File: src/rtl/sd_cmd_scheduler_if.sv
// Request/response and CMD-line handshake bundle between the SD command scheduler,
// its two requesters and the shared CMD transmitter/receiver.
interface sd_cmd_scheduler_if;
    logic [1:0]   req_valid;
    logic [75:0]  req_cmd;
    logic [3:0]   req_rtype;
    logic [1:0]   req_ack;
    logic [1:0]   done;
    logic [1:0]   status;
    logic [126:0] resp_out;
    logic         send_en;
    logic [37:0]  send_cmd_content;
    logic         R2_response;
    logic         sd_cmd_sending;
    logic         sd_receive_finished;
    logic         crc_response_err;
    logic [126:0] response;

    modport master (
        input  req_valid, req_cmd, req_rtype,
        input  sd_cmd_sending, sd_receive_finished, crc_response_err, response,
        output req_ack, done, status, resp_out,
        output send_en, send_cmd_content, R2_response
    );

    modport slave (
        output req_valid, req_cmd, req_rtype,
        output sd_cmd_sending, sd_receive_finished, crc_response_err, response,
        input  req_ack, done, status, resp_out,
        input  send_en, send_cmd_content, R2_response
    );
endinterface

File: src/rtl/sd_cmd_scheduler.sv
// Round-robin arbiter for the shared SD CMD line: issues one command at a time, waits for
// the response with timeout, retries on CRC error/timeout and enforces the inter-command gap.
module sd_cmd_scheduler #(
    parameter int unsigned RESP_TIMEOUT = 40000,
    parameter int unsigned MAX_RETRY    = 2,
    parameter int unsigned GAP_CYCLES   = 1000
) (
    input logic                 clk,
    input logic                 reset,
    sd_cmd_scheduler_if.master  bus
);
    localparam int unsigned TW = ($clog2(RESP_TIMEOUT + 1) > 0) ? $clog2(RESP_TIMEOUT + 1) : 1;
    localparam int unsigned GW = ($clog2(GAP_CYCLES + 1) > 0) ? $clog2(GAP_CYCLES + 1) : 1;
    localparam int unsigned RW = $clog2(MAX_RETRY + 2);

    localparam logic [2:0] S_IDLE      = 3'd0;
    localparam logic [2:0] S_ISSUE     = 3'd1;
    localparam logic [2:0] S_WAIT_SEND = 3'd2;
    localparam logic [2:0] S_WAIT_RESP = 3'd3;
    localparam logic [2:0] S_FAIL      = 3'd4;
    localparam logic [2:0] S_RETRY_GAP = 3'd5;
    localparam logic [2:0] S_COMPLETE  = 3'd6;
    localparam logic [2:0] S_GAP       = 3'd7;

    localparam logic [1:0] ST_OK   = 2'b00;
    localparam logic [1:0] ST_CRC  = 2'b01;
    localparam logic [1:0] ST_TOUT = 2'b10;
    localparam logic [1:0] RT_NONE = 2'b00;
    localparam logic [1:0] RT_R2   = 2'b10;

    logic [2:0]    state_q, state_d;
    logic [TW-1:0] timer_q, timer_d, timer_inc;
    logic [GW-1:0] gap_q, gap_d;
    logic [RW-1:0] retry_q, retry_d;
    logic          seen_q, seen_d;
    logic [1:0]    code_q, code_d;
    logic          port_q, port_d;
    logic          last_grant_q, last_grant_d;
    logic [37:0]   cmd_q, cmd_d;
    logic [1:0]    rtype_q, rtype_d;
    logic          r2_q, r2_d;
    logic [126:0]  resp_q, resp_d;
    logic [1:0]    status_q, status_d;
    logic [1:0]    done_q, done_d;
    logic [1:0]    ack_q, ack_d;
    logic          send_en_q, send_en_d;
    logic          grant_c;

    // Next-state, datapath and registered-output decode
    always_comb begin
        state_d      = state_q;
        timer_d      = timer_q;
        gap_d        = gap_q;
        retry_d      = retry_q;
        seen_d       = seen_q;
        code_d       = code_q;
        port_d       = port_q;
        last_grant_d = last_grant_q;
        cmd_d        = cmd_q;
        rtype_d      = rtype_q;
        r2_d         = r2_q;
        resp_d       = resp_q;
        status_d     = status_q;
        done_d       = 2'b00;
        ack_d        = 2'b00;
        send_en_d    = 1'b0;
        grant_c      = 1'b0;
        timer_inc    = (timer_q == TW'(RESP_TIMEOUT)) ? timer_q : timer_q + TW'(1);

        case (state_q)
            S_IDLE: begin
                if (bus.req_valid != 2'b00) begin
                    // On a tie the port that did not win last time is served
                    grant_c      = (bus.req_valid == 2'b11) ? ~last_grant_q : bus.req_valid[1];
                    port_d       = grant_c;
                    last_grant_d = grant_c;
                    cmd_d        = grant_c ? bus.req_cmd[75:38] : bus.req_cmd[37:0];
                    rtype_d      = grant_c ? bus.req_rtype[3:2] : bus.req_rtype[1:0];
                    r2_d         = (rtype_d == RT_R2);
                    retry_d      = '0;
                    state_d      = S_ISSUE;
                end
            end
            S_ISSUE: begin
                timer_d = '0;
                seen_d  = 1'b0;
                state_d = S_WAIT_SEND;
            end
            S_WAIT_SEND: begin
                seen_d = seen_q | bus.sd_cmd_sending;
                if (seen_q && !bus.sd_cmd_sending) begin
                    if (rtype_q == RT_NONE) begin
                        code_d  = ST_OK;
                        state_d = S_COMPLETE;
                    end else begin
                        timer_d = '0;
                        state_d = S_WAIT_RESP;
                    end
                end else if (timer_q == TW'(RESP_TIMEOUT - 1)) begin
                    code_d  = ST_TOUT;
                    state_d = S_FAIL;
                end else begin
                    timer_d = timer_inc;
                end
            end
            S_WAIT_RESP: begin
                // A response landing in the expiry cycle still counts
                if (bus.sd_receive_finished) begin
                    if (bus.crc_response_err) begin
                        code_d  = ST_CRC;
                        state_d = S_FAIL;
                    end else begin
                        resp_d  = bus.response;
                        code_d  = ST_OK;
                        state_d = S_COMPLETE;
                    end
                end else if (timer_q == TW'(RESP_TIMEOUT - 1)) begin
                    code_d  = ST_TOUT;
                    state_d = S_FAIL;
                end else begin
                    timer_d = timer_inc;
                end
            end
            S_FAIL: begin
                if (retry_q < RW'(MAX_RETRY)) begin
                    retry_d = retry_q + RW'(1);
                    gap_d   = '0;
                    state_d = S_RETRY_GAP;
                end else begin
                    state_d = S_COMPLETE;
                end
            end
            S_RETRY_GAP: begin
                if (gap_q == GW'(GAP_CYCLES - 1)) begin
                    state_d = S_ISSUE;
                end else begin
                    gap_d = gap_q + GW'(1);
                end
            end
            S_COMPLETE: begin
                gap_d   = '0;
                state_d = S_GAP;
            end
            S_GAP: begin
                if (gap_q == GW'(GAP_CYCLES - 1)) begin
                    state_d = S_IDLE;
                end else begin
                    gap_d = gap_q + GW'(1);
                end
            end
            default: state_d = S_IDLE;
        endcase

        // Outputs are registered decodes of the state being entered
        send_en_d = (state_d == S_ISSUE);
        if (state_q == S_IDLE && state_d == S_ISSUE) begin
            ack_d = port_d ? 2'b10 : 2'b01;
        end
        if (state_d == S_COMPLETE) begin
            done_d   = port_d ? 2'b10 : 2'b01;
            status_d = code_d;
        end
    end

    always_ff @(posedge clk or posedge reset) begin
        if (reset) begin
            state_q      <= S_IDLE;
            timer_q      <= '0;
            gap_q        <= '0;
            retry_q      <= '0;
            seen_q       <= 1'b0;
            code_q       <= ST_OK;
            port_q       <= 1'b0;
            last_grant_q <= 1'b1;
            cmd_q        <= '0;
            rtype_q      <= RT_NONE;
            r2_q         <= 1'b0;
            resp_q       <= '0;
            status_q     <= ST_OK;
            done_q       <= 2'b00;
            ack_q        <= 2'b00;
            send_en_q    <= 1'b0;
        end else begin
            state_q      <= state_d;
            timer_q      <= timer_d;
            gap_q        <= gap_d;
            retry_q      <= retry_d;
            seen_q       <= seen_d;
            code_q       <= code_d;
            port_q       <= port_d;
            last_grant_q <= last_grant_d;
            cmd_q        <= cmd_d;
            rtype_q      <= rtype_d;
            r2_q         <= r2_d;
            resp_q       <= resp_d;
            status_q     <= status_d;
            done_q       <= done_d;
            ack_q        <= ack_d;
            send_en_q    <= send_en_d;
        end
    end

    assign bus.req_ack          = ack_q;
    assign bus.done             = done_q;
    assign bus.status           = status_q;
    assign bus.resp_out         = resp_q;
    assign bus.send_en          = send_en_q;
    assign bus.send_cmd_content = cmd_q;
    assign bus.R2_response      = r2_q;
endmodule
File: src/flat_wrapper.sv
// flat-port wrapper written by rule: the top's interface ports become plain ports
module sd_cmd_scheduler_flat 
#(
    parameter int unsigned RESP_TIMEOUT = 40000,
    parameter int unsigned MAX_RETRY    = 2,
    parameter int unsigned GAP_CYCLES   = 1000
)
  (clk, reset, bus_req_valid, bus_req_cmd, bus_req_rtype, bus_sd_cmd_sending, bus_sd_receive_finished, bus_crc_response_err, bus_response, bus_req_ack, bus_done, bus_status, bus_resp_out, bus_send_en, bus_send_cmd_content, bus_R2_response);
  sd_cmd_scheduler_if bus_i ();
  input logic clk;
  input logic reset;
  input wire logic [$bits(bus_i.req_valid)-1:0] bus_req_valid;
  input wire logic [$bits(bus_i.req_cmd)-1:0] bus_req_cmd;
  input wire logic [$bits(bus_i.req_rtype)-1:0] bus_req_rtype;
  input wire logic [$bits(bus_i.sd_cmd_sending)-1:0] bus_sd_cmd_sending;
  input wire logic [$bits(bus_i.sd_receive_finished)-1:0] bus_sd_receive_finished;
  input wire logic [$bits(bus_i.crc_response_err)-1:0] bus_crc_response_err;
  input wire logic [$bits(bus_i.response)-1:0] bus_response;
  output wire logic [$bits(bus_i.req_ack)-1:0] bus_req_ack;
  output wire logic [$bits(bus_i.done)-1:0] bus_done;
  output wire logic [$bits(bus_i.status)-1:0] bus_status;
  output wire logic [$bits(bus_i.resp_out)-1:0] bus_resp_out;
  output wire logic [$bits(bus_i.send_en)-1:0] bus_send_en;
  output wire logic [$bits(bus_i.send_cmd_content)-1:0] bus_send_cmd_content;
  output wire logic [$bits(bus_i.R2_response)-1:0] bus_R2_response;
  assign bus_i.req_valid = bus_req_valid;
  assign bus_i.req_cmd = bus_req_cmd;
  assign bus_i.req_rtype = bus_req_rtype;
  assign bus_i.sd_cmd_sending = bus_sd_cmd_sending;
  assign bus_i.sd_receive_finished = bus_sd_receive_finished;
  assign bus_i.crc_response_err = bus_crc_response_err;
  assign bus_i.response = bus_response;
  assign bus_req_ack = bus_i.req_ack;
  assign bus_done = bus_i.done;
  assign bus_status = bus_i.status;
  assign bus_resp_out = bus_i.resp_out;
  assign bus_send_en = bus_i.send_en;
  assign bus_send_cmd_content = bus_i.send_cmd_content;
  assign bus_R2_response = bus_i.R2_response;
  sd_cmd_scheduler #(.RESP_TIMEOUT(RESP_TIMEOUT), .MAX_RETRY(MAX_RETRY), .GAP_CYCLES(GAP_CYCLES)) u_core (.clk(clk), .reset(reset), .bus(bus_i));
endmodule
File: config.mk
export PLATFORM = sky130hd
export DESIGN_NAME = sd_cmd_scheduler_flat
export DESIGN_NICKNAME = d
export VERILOG_FILES = /design/src/rtl/sd_cmd_scheduler_if.sv /design/src/rtl/sd_cmd_scheduler.sv /design/src/flat_wrapper.sv
export SDC_FILE = /design/constraint.sdc
export NUM_CORES = 1
export LEC_CHECK = 0
export CORE_ASPECT_RATIO = 0.5
export CORE_MARGIN = 2
export CORE_UTILIZATION = 34
export DETAILED_ROUTE_END_ITERATION = 7
export GPL_ROUTABILITY_DRIVEN = 0
export HOLD_SLACK_MARGIN = 0.1
export PLACE_DENSITY = 0.67
export SYNTH_ARGS = -nofsm -noshare
export SYNTH_HDL_FRONTEND = slang
export SYNTH_SLANG_ARGS = --single-unit
File: constraint.sdc
create_clock -name clk -period 9.1 [get_ports clk]
set_clock_uncertainty 0.15 [all_clocks]
set_input_delay 0.91 -clock clk [delete_from_list [all_inputs] [get_ports clk]]
set_output_delay 0.91 -clock clk [all_outputs]
set_load 0.01 [all_outputs]
==> results of run 1 <==
[power breakdown]
| part | leakage (nW) | total [mW] | internal (mW) | switching (mW) |
|---|---|---|---|---|
| Clock | 0.357 | 0.905 | 0.541 | 0.363 |
| Sequential | 2.81 | 0.962 | 0.954 | 0.00808 |
| Combinational | 3.02 | 0.188 | 0.120 | 0.0674 |
| Total | 6.19 | 2.05 | 1.62 | 0.439 |
[final timing paths]
check / endpoint / depth (start not counted) / slack (ps) / from
max in group asynchronous: u_core.bus.resp_out[53] / 3 / 6320 / reset
min in group asynchronous: u_core.bus.resp_out[100] / 2 / 860 / reset
worst min-delay path: u_core.bus.send_cmd_content[28] / 2 / 330 / u_core.bus.send_cmd_content[28]
worst max register to register: u_core.bus.resp_out[55] / 6 / 5730 / u_core.state_q[2]
worst max-delay path: u_core.bus.resp_out[55] / 6 / 5600 / bus_sd_receive_finished
worst min register to register: u_core.bus.send_cmd_content[28] / 2 / 330 / u_core.bus.send_cmd_content[28]
[final cells by class]
class	instances	area share (%)
Sequential cell	211	38.4
Clock buffer	28	4.30
Tap cell	344	3.13
Clock inverter	9	0.873
Timing Repair Buffer	392	28.4
Multi-Input combinational cell	426	24.6
Inverter	9	0.300
[placed cells by master, fill, tap and decap left out, drive strengths merged, types with 5 or more instances in the layout]
cell type      count
clkdlybuf4s50    386
dfrtp            210
mux2             129
nand2             74
o21ai             49
mux2i             41
clkbuf            28
nor2              27
nand3             13
xor2              12
inv                9
o31ai              8
nand4              6
clkinv             6
buf                6
nand2b             5
[layer usage]
metal | vias up | GRT usage [%] | routed length, um
met3 | 34 | 3.25 | 931
li1 | 3154 | - | -
met1 | 3295 | 21.6 | 10100
met2 | 123 | 33.6 | 13200
met5 | - | 0 | 0
met4 | 0 | 3.85 | 500
[registers in the layout, summed over array words and instances, names as in the netlist]
name,flops
u_core.bus.send_cmd_content,38
u_core.bus.status,2
u_core.port_q,1
u_core.state_q,3
u_core.retry_q,2
u_core.last_grant_q,1
u_core.bus.done,2
u_core.bus.send_en,1
u_core.bus.R2_response,1
u_core.gap_q,10
u_core.seen_q,1
u_core.bus.req_ack,2
u_core.code_q,2
u_core.rtype_q,2
u_core.timer_q,16
u_core.bus.resp_out,127
[cells by family after synthesis]
| family | synth area share (%) |
|---|---|
| AOI/OAI and AO/OA | 6.71 |
| xor gates and xnor gates | 1.49 |
| adders and majority gates | 0.425 |
| buffers and inverters | 2.24 |
| DFF | 59.7 |
| muxes | 21.1 |
| and+or+nand+nor | 8.32 |
[worst register-to-register path, stage by stage (launching register included)]
cell	delay (ps)
dfrtp_1	600
nor2b_1	230
and3_1	220
nor2b_4	150
buf_4	530
buf_4	900
mux2_2	470
==> impl_metrics.yaml, run 1 <==
cells_and_area:
  multi_input_area_mm2: 0.00338
  final_core_util_pct: 54.2
  layoutNonFillerInstCount: 1419
  final_nets: 1278
  stdcell_area_mm2: 0.0138
  n_antenna_cell: 0
  num-fill-cells: 2210
  syn_to_final_growth_pct: 55.6
  drive_above_1_share_pct: 16.9
  seqCellArea_mm2: 0.00528
sta:
  hold_violations: 0
  setup_ws_ps: 5600
  post-route-period-util_pct: 38.5
  setup_viol: 0
  worstMarginPinSlew_ps: 979
  fmax_mhz: 286
  finalCriticalPeriod_ps: 3500
  grt_setup_unrepaired: "no"
  slew_viol_final: 0
  relSlewSlack_pct: 34.8
  setup_tns_ps: 0
  hold_slack_ps: 327
place:
  placedCellCount: 1382
  postPlaceCellArea_mm2: 0.0130
  io_buffers: 386
  hpwl_mm: 18.3
  place_ws_ps: 5110
clocking:
  cts.root.buffer_cell: "clkbuf_16"
  htree_levels: 1
  cts_tree: "built"
  hold_buffers: 0
  clk_pin_slew_ps: 60
  cts_buffers: 21
  post_cts_buffers: 0
  cts_buffer_depth: 3
  clkLatencyLatePin_ps: 490
  cts_resized: 0
  clock_sinks: 211
setup_path:
  cp_cell_sequence: "clkdlybuf4s50_1, and3_1, nor2b_4, buf_4, buf_4, mux2_2"
  cp_max_fo: 75
  crit_top_cell: "buf_4"
  critPathMaxStageDelay_ps: 850
  slowest_stage: "buf_4"
  worstPathRequired_ps: 9320
  endpoint_kind: "register"
  cp_num_buf_inv: 3
  critPathKind: "in2reg"
  startpoint_type: "input port"
  critPathTopFamily: "buffers and inverters"
  worstPathArrival_ps: 3730
floorplanning:
  start_util_pct: 34.8
  die_w_um: 232
  die_h_um: 118
  die-area_mm2: 0.0274
  coreArea_mm2: 0.0254
  ios: 387
  rows: 41
global_route:
  grt_first_pass_wirelength_mm: 39.1
  grt_overflow: 0
  grt_max_degree: 137
  grt_antenna_before_repair: 0
  grt_use_total_pct: 18.0
  grt_pass1_vias: 6935
route:
  routed-via-count: 6606
  ant_nets: 0
  wl_mm: 24.8
  drc: 0
  drt_iter0_drc: 343
  via_per_inst: 4.66
  first_pass_iters: 4
  post_drt_wl_per_cell_um: 17.5
run_status:
  status: "complete, no violations"
yosys:
  postSynthCellCount: 681
  synth_common_cells: "210 x dfrtp_1, 123 x mux2_2, 74 x nand2_1"
  yosys-top-cells-area: "dfrtp_1 59%, mux2_2 16%, mux2i_1 4.6%"
  synthDistinctLibCells: 57
  synth_edf_count: 0
  synth.avg_cell_area_um2: 13.0
  synth.most_common_cell: "dfrtp_1"
  async_reset_ff_share_pct: 100
  synth_ff_type: "dfrtp_1"
  ys_warn_count: 0
  ys_ff_latch: 211
  synth_area_leader_cell: "dfrtp_1"
  seq_area_frac_synth_pct: 59.7
  synth_top_area_share_pct: 59.4
  synth_fp_nets: 898
  synth_area_mm2: 0.00884
run:
  drv_cap: 0
pwr:
  p_total_mw: 2.05
  p_per_area_mw_per_mm2: 149
  ir_worst_vdd_uv: 122
  p_leak_nw: 6.19
worst_hold_path:
  hold_path_class: "reg2reg"
No activity file was read; power rests on OpenSTA's default activity.
==> run 2: changes to the inputs <==
clock period = 3.53 ns   (was 9.1 ns; I/O delays follow)
==> impl_metrics.yaml, run 2 (synthesis gave the netlist of run 1 again) <==
clocking:
  post_cts_buffers: 0
  clkLatencyLatePin_ps: 500
  cts.root.buffer_cell: "clkbuf_16"
  cts_buffers: 21
  clk_pin_slew_ps: 70
  hold_buffers: 0
  cts_tree: "built"
  cts_buffer_depth: 3
  clock_sinks: 211
  htree_levels: 1
  cts_resized: 0
route:
  first_pass_iters: 4
  wl_mm: 25.3
  post_drt_wl_per_cell_um: 17.8
  via_per_inst: 4.65
  routed-via-count: 6617
  ant_nets: 0
  drt_iter0_drc: 247
  drc: 0
sta:
  hold_violations: 0
  grt_setup_unrepaired: "no"
  setup_viol: 0
  worstMarginPinSlew_ps: 895
  post-route-period-util_pct: 71.5
  fmax_mhz: 396
  relSlewSlack_pct: 40.2
  finalCriticalPeriod_ps: 2530
  setup_tns_ps: 0
  slew_viol_final: 0
pwr:
  p_leak_nw: 6.22
  ir_worst_vdd_uv: 268
  p_per_area_mw_per_mm2: 372
setup_path:
  worstPathRequired_ps: 3760
  startpoint_type: "register"
  critPathMaxStageDelay_ps: 760
  rrSetupSlack_ps: 1000
  cp_cell_sequence: "nand4b_1, o41ai_2, a21oi_1, buf_4, nand2_1, nor3_1, a21o_1"
  timing.rr.end: "u_core.gap_q[8]"
  critPathTopFamily: "compound AO/OA/AOI/OAI gates"
  slowest_stage: "dfrtp_1"
  endpoint_kind: "register"
  ff2ff_path_depth: 7
  cp_num_buf_inv: 1
  rr_startpoint: "u_core.state_q[0]"
  worstPathArrival_ps: 2760
  critPathKind: "reg2reg"
  cp_max_fo: 20
global_route:
  grt_pass1_vias: 6876
  grt_first_pass_wirelength_mm: 39.3
  grt_use_total_pct: 18.4
  grt_overflow: 0
  grt_antenna_before_repair: 0
  grt_max_degree: 75
cells_and_area:
  n_antenna_cell: 0
  mostFrequentLayoutCell: "clkdlybuf4s50_1"
  final_nets: 1283
  stdcell_area_mm2: 0.0138
  num-fill-cells: 2161
  syn_to_final_growth_pct: 56.5
  layoutNonFillerInstCount: 1424
  drive_above_1_share_pct: 17.1
  final_cell_mix: "386 x clkdlybuf4s50_1, 210 x dfrtp_1, 123 x mux2_2"
  largest_reg_flops: 127
  final_core_util_pct: 54.5
run:
  drv_cap: 0
floorplanning:
  die_w_um: 232
  rows: 41
  die_h_um: 118
  die-area_mm2: 0.0274
  start_util_pct: 34.8
  coreArea_mm2: 0.0254
  ios: 387
place:
  placedCellCount: 1387
  io_buffers: 386
  postPlaceCellArea_mm2: 0.0132
  hpwl_mm: 19.2
run_status:
  status: "complete, no violations"
worst_hold_path:
  hold_path_class: "in2async"
[run 2: worst register-to-register path: stages (launching register included)]
cell,delay (ps)
dfrtp_1,760
nand4b_1,220
o41ai_2,540
a21oi_1,90
buf_4,210
nand2_1,210
nor3_1,80
a21o_1,150
[run 2: how the worst max path moves through the flow]
stage,cells after the start,start,endpoint
after floorplan,1,reset,u_core.bus.R2_response
final,7,u_core.state_q[0],u_core.gap_q[8]
after global placement,7,bus_sd_cmd_sending,u_core.bus.status[0]
after global routing,7,u_core.state_q[0],u_core.gap_q[8]
after detailed placement,7,bus_sd_cmd_sending,u_core.bus.status[1]
after CTS,4,u_core.state_q[2],u_core.bus.send_cmd_content[10]
[run 2: cell type report]
class	instances	area (um2)	share of cell area [%]
Clock inverter	7	60.1	0.434
Timing Repair Buffer	397	4050	29.2
Multi-Input combinational cell	426	3380	24.4
Sequential cell	211	5280	38.2
Tap cell	344	430	3.11
Clock buffer	30	599	4.33
Inverter	9	37.5	0.271
[run 2: metrics by stage]
step	worst slack, ps	hold slack [ps]	total power [mW]
global placement	1010	311	3.02
finish	1000	242	5.15
floorplan	286	299	2.66
detailed placement	961	319	3.03
CTS	1050	252	5.24
global route	828	295	5.39
[run 2: power breakdown]
group          switching [mW]  internal [mW]
registers              0.0211           2.46
clock network           0.922           1.25
logic                   0.176          0.321
total                    1.12           4.03
[run 2: routing by layer]
metal | global-route usage, % | vias up | wire length, um
met1 | 21.9 | 3277 | 10200
met2 | 33.4 | 143 | 13200
met5 | 0 | - | 0
met4 | 5.45 | 0 | 731
met3 | 3.61 | 46 | 1090
li1 | - | 3151 | -
==> run 3: changes to the inputs <==
PLACE_DENSITY = 0.7   (was 0.67)
clock period = 2.3 ns   (was 3.53 ns; I/O delays follow)
==> impl_metrics.yaml, run 3 (synthesis gave the netlist of run 1 again) <==
route:
  wl_mm: 25.6
  ant_nets: 0
  post_drt_wl_per_cell_um: 17.7
  drc: 0
  drt_iter0_drc: 357
  routed-via-count: 6790
  first_pass_iters: 4
  via_per_inst: 4.69
place:
  placedCellCount: 1407
  io_buffers: 386
  postPlaceCellArea_mm2: 0.0134
  hpwl_mm: 19.4
  place_ws_ps: -145
sta:
  setup_tns_ps: 0
  hold_slack_ps: 183
  setup_ws_ps: 52.7
  slew_viol_final: 0
  setup_viol: 0
  worstMarginPinSlew_ps: 486
  hold_violations: 0
  fmax_mhz: 445
  relSlewSlack_pct: 67.4
  finalCriticalPeriod_ps: 2250
  post-route-period-util_pct: 97.7
pwr:
  ir_worst_vdd_uv: 437
  p_per_area_mw_per_mm2: 596
  p_leak_nw: 6.41
setup_path:
  startpoint_type: "register"
  timing.rr.end: "u_core.timer_q[5]"
  cp_cell_sequence: "or4b_4, buf_4, a31oi_2, buf_6, a2111oi_4, buf_4, nand2_1, xor2_1, nor2_1"
  critPathMaxStageDelay_ps: 560
  rrSetupSlack_ps: 50
  cp_max_fo: 6
  worstPathRequired_ps: 2530
  slowest_stage: "or4b_4"
  crit_top_cell: "buf_4"
  endpoint_kind: "register"
  critPathKind: "reg2reg"
  rr_startpoint: "u_core.rtype_q[0]"
  ff2ff_path_depth: 9
  worstPathArrival_ps: 2480
cells_and_area:
  drive_above_1_share_pct: 19.7
  final_nets: 1306
  final_cell_mix: "386 x clkdlybuf4s50_1, 210 x dfrtp_1, 123 x mux2_2"
  stdcell_area_mm2: 0.0142
  syn_to_final_growth_pct: 60.8
  layoutNonFillerInstCount: 1447
  mostFrequentLayoutCell: "clkdlybuf4s50_1"
  largest_reg_flops: 127
  n_antenna_cell: 0
worst_hold_path:
  hold_path_class: "in2reg"
  holdPathEnd: "u_core.bus.resp_out[11]"
  hold_start: "bus_response[11]"
  min_path_cells: 2
global_route:
  grt_overflow: 0
  grt_use_total_pct: 18.4
  grt_pass1_vias: 6905
  grt_max_degree: 86
  grt_antenna_before_repair: 0
  grt_first_pass_wirelength_mm: 39.7
floorplanning:
  die_w_um: 232
  die-area_mm2: 0.0274
  coreArea_mm2: 0.0254
  die_h_um: 118
  start_util_pct: 34.8
  rows: 41
  ios: 387
clocking:
  clkLatencyLatePin_ps: 500
  cts_tree: "built"
  htree_levels: 1
  cts_buffers: 21
  cts_buffer_depth: 3
  cts.root.buffer_cell: "clkbuf_16"
  clk_pin_slew_ps: 70
  clock_sinks: 211
run:
  drv_cap: 0
run_status:
  status: "complete, no violations"
run 3: where the power goes:
| part | switching (mW) | leakage (nW) | internal (mW) | total [mW] |
|---|---|---|---|---|
| sequential | 0.0340 | 2.81 | 3.77 | 3.81 |
| combinational | 0.274 | 3.21 | 0.497 | 0.771 |
| clock | 1.48 | 0.384 | 2.41 | 3.89 |
run 3: routing by layer:
layer / vias to the layer above / wire length (um) / track usage, %
li1: 3212 / - / -
met1: 3395 / 10100 / 21.9
met4: 0 / 716 / 5.29
met3: 44 / 1040 / 3.37
met5: - / 0 / 0
met2: 139 / 13700 / 33.9
run 3: layout make-up:
| class | count | area [um2] |
|---|---|---|
| fill | 2137 | 11200 |
| sequential | 211 | 5280 |
| timing repair buffer | 420 | 4260 |
| multi-input combinational | 426 | 3410 |
| clock buffer | 30 | 649 |
| tap | 344 | 430 |
| clock inverter | 7 | 144 |
| inverter | 9 | 37.5 |
run 3: how the worst max path moves through the flow:
stage	from	end	depth (start not counted)
2_1_floorplan	reset	u_core.bus.R2_response	1
3_3_place_gp	bus_sd_cmd_sending	u_core.timer_q[12]	9
3_5_place_dp	bus_sd_cmd_sending	u_core.bus.status[0]	7
4_1_cts	u_core.timer_q[1]	u_core.bus.status[0]	8
5_1_grt	u_core.timer_q[8]	u_core.bus.status[1]	6
6_report	u_core.rtype_q[0]	u_core.timer_q[5]	9
run 3: timing repair:
action / in CTS / in global routing
hold buffers: 1 / 0
setup endpoints to repair: 0 / 6
buffers inserted: 0 / 3
resized for setup: 0 / 7
hold endpoints to repair: 7 / 0
run 3: stage by stage:
step | utilization [%] | power [mW]
after CTS | 55.8 | 8.60
after floorplan | - | 4.08
final | 56.0 | 8.47
after detailed placement | 52.6 | 4.66
after global placement | 52.6 | 4.64
after global routing | 56.0 | 8.80
run 3: worst max-delay path, delay by kind of cell (launching register included):
| kind | cells | cell delay (ps) |
|---|---|---|
| flip-flops | 1 | 390 |
| XOR/XNOR | 1 | 170 |
| AND/OR/NAND/NOR | 3 | 680 |
| AO/OA/AOI/OAI | 2 | 260 |
| buffers and inverters | 3 | 480 |
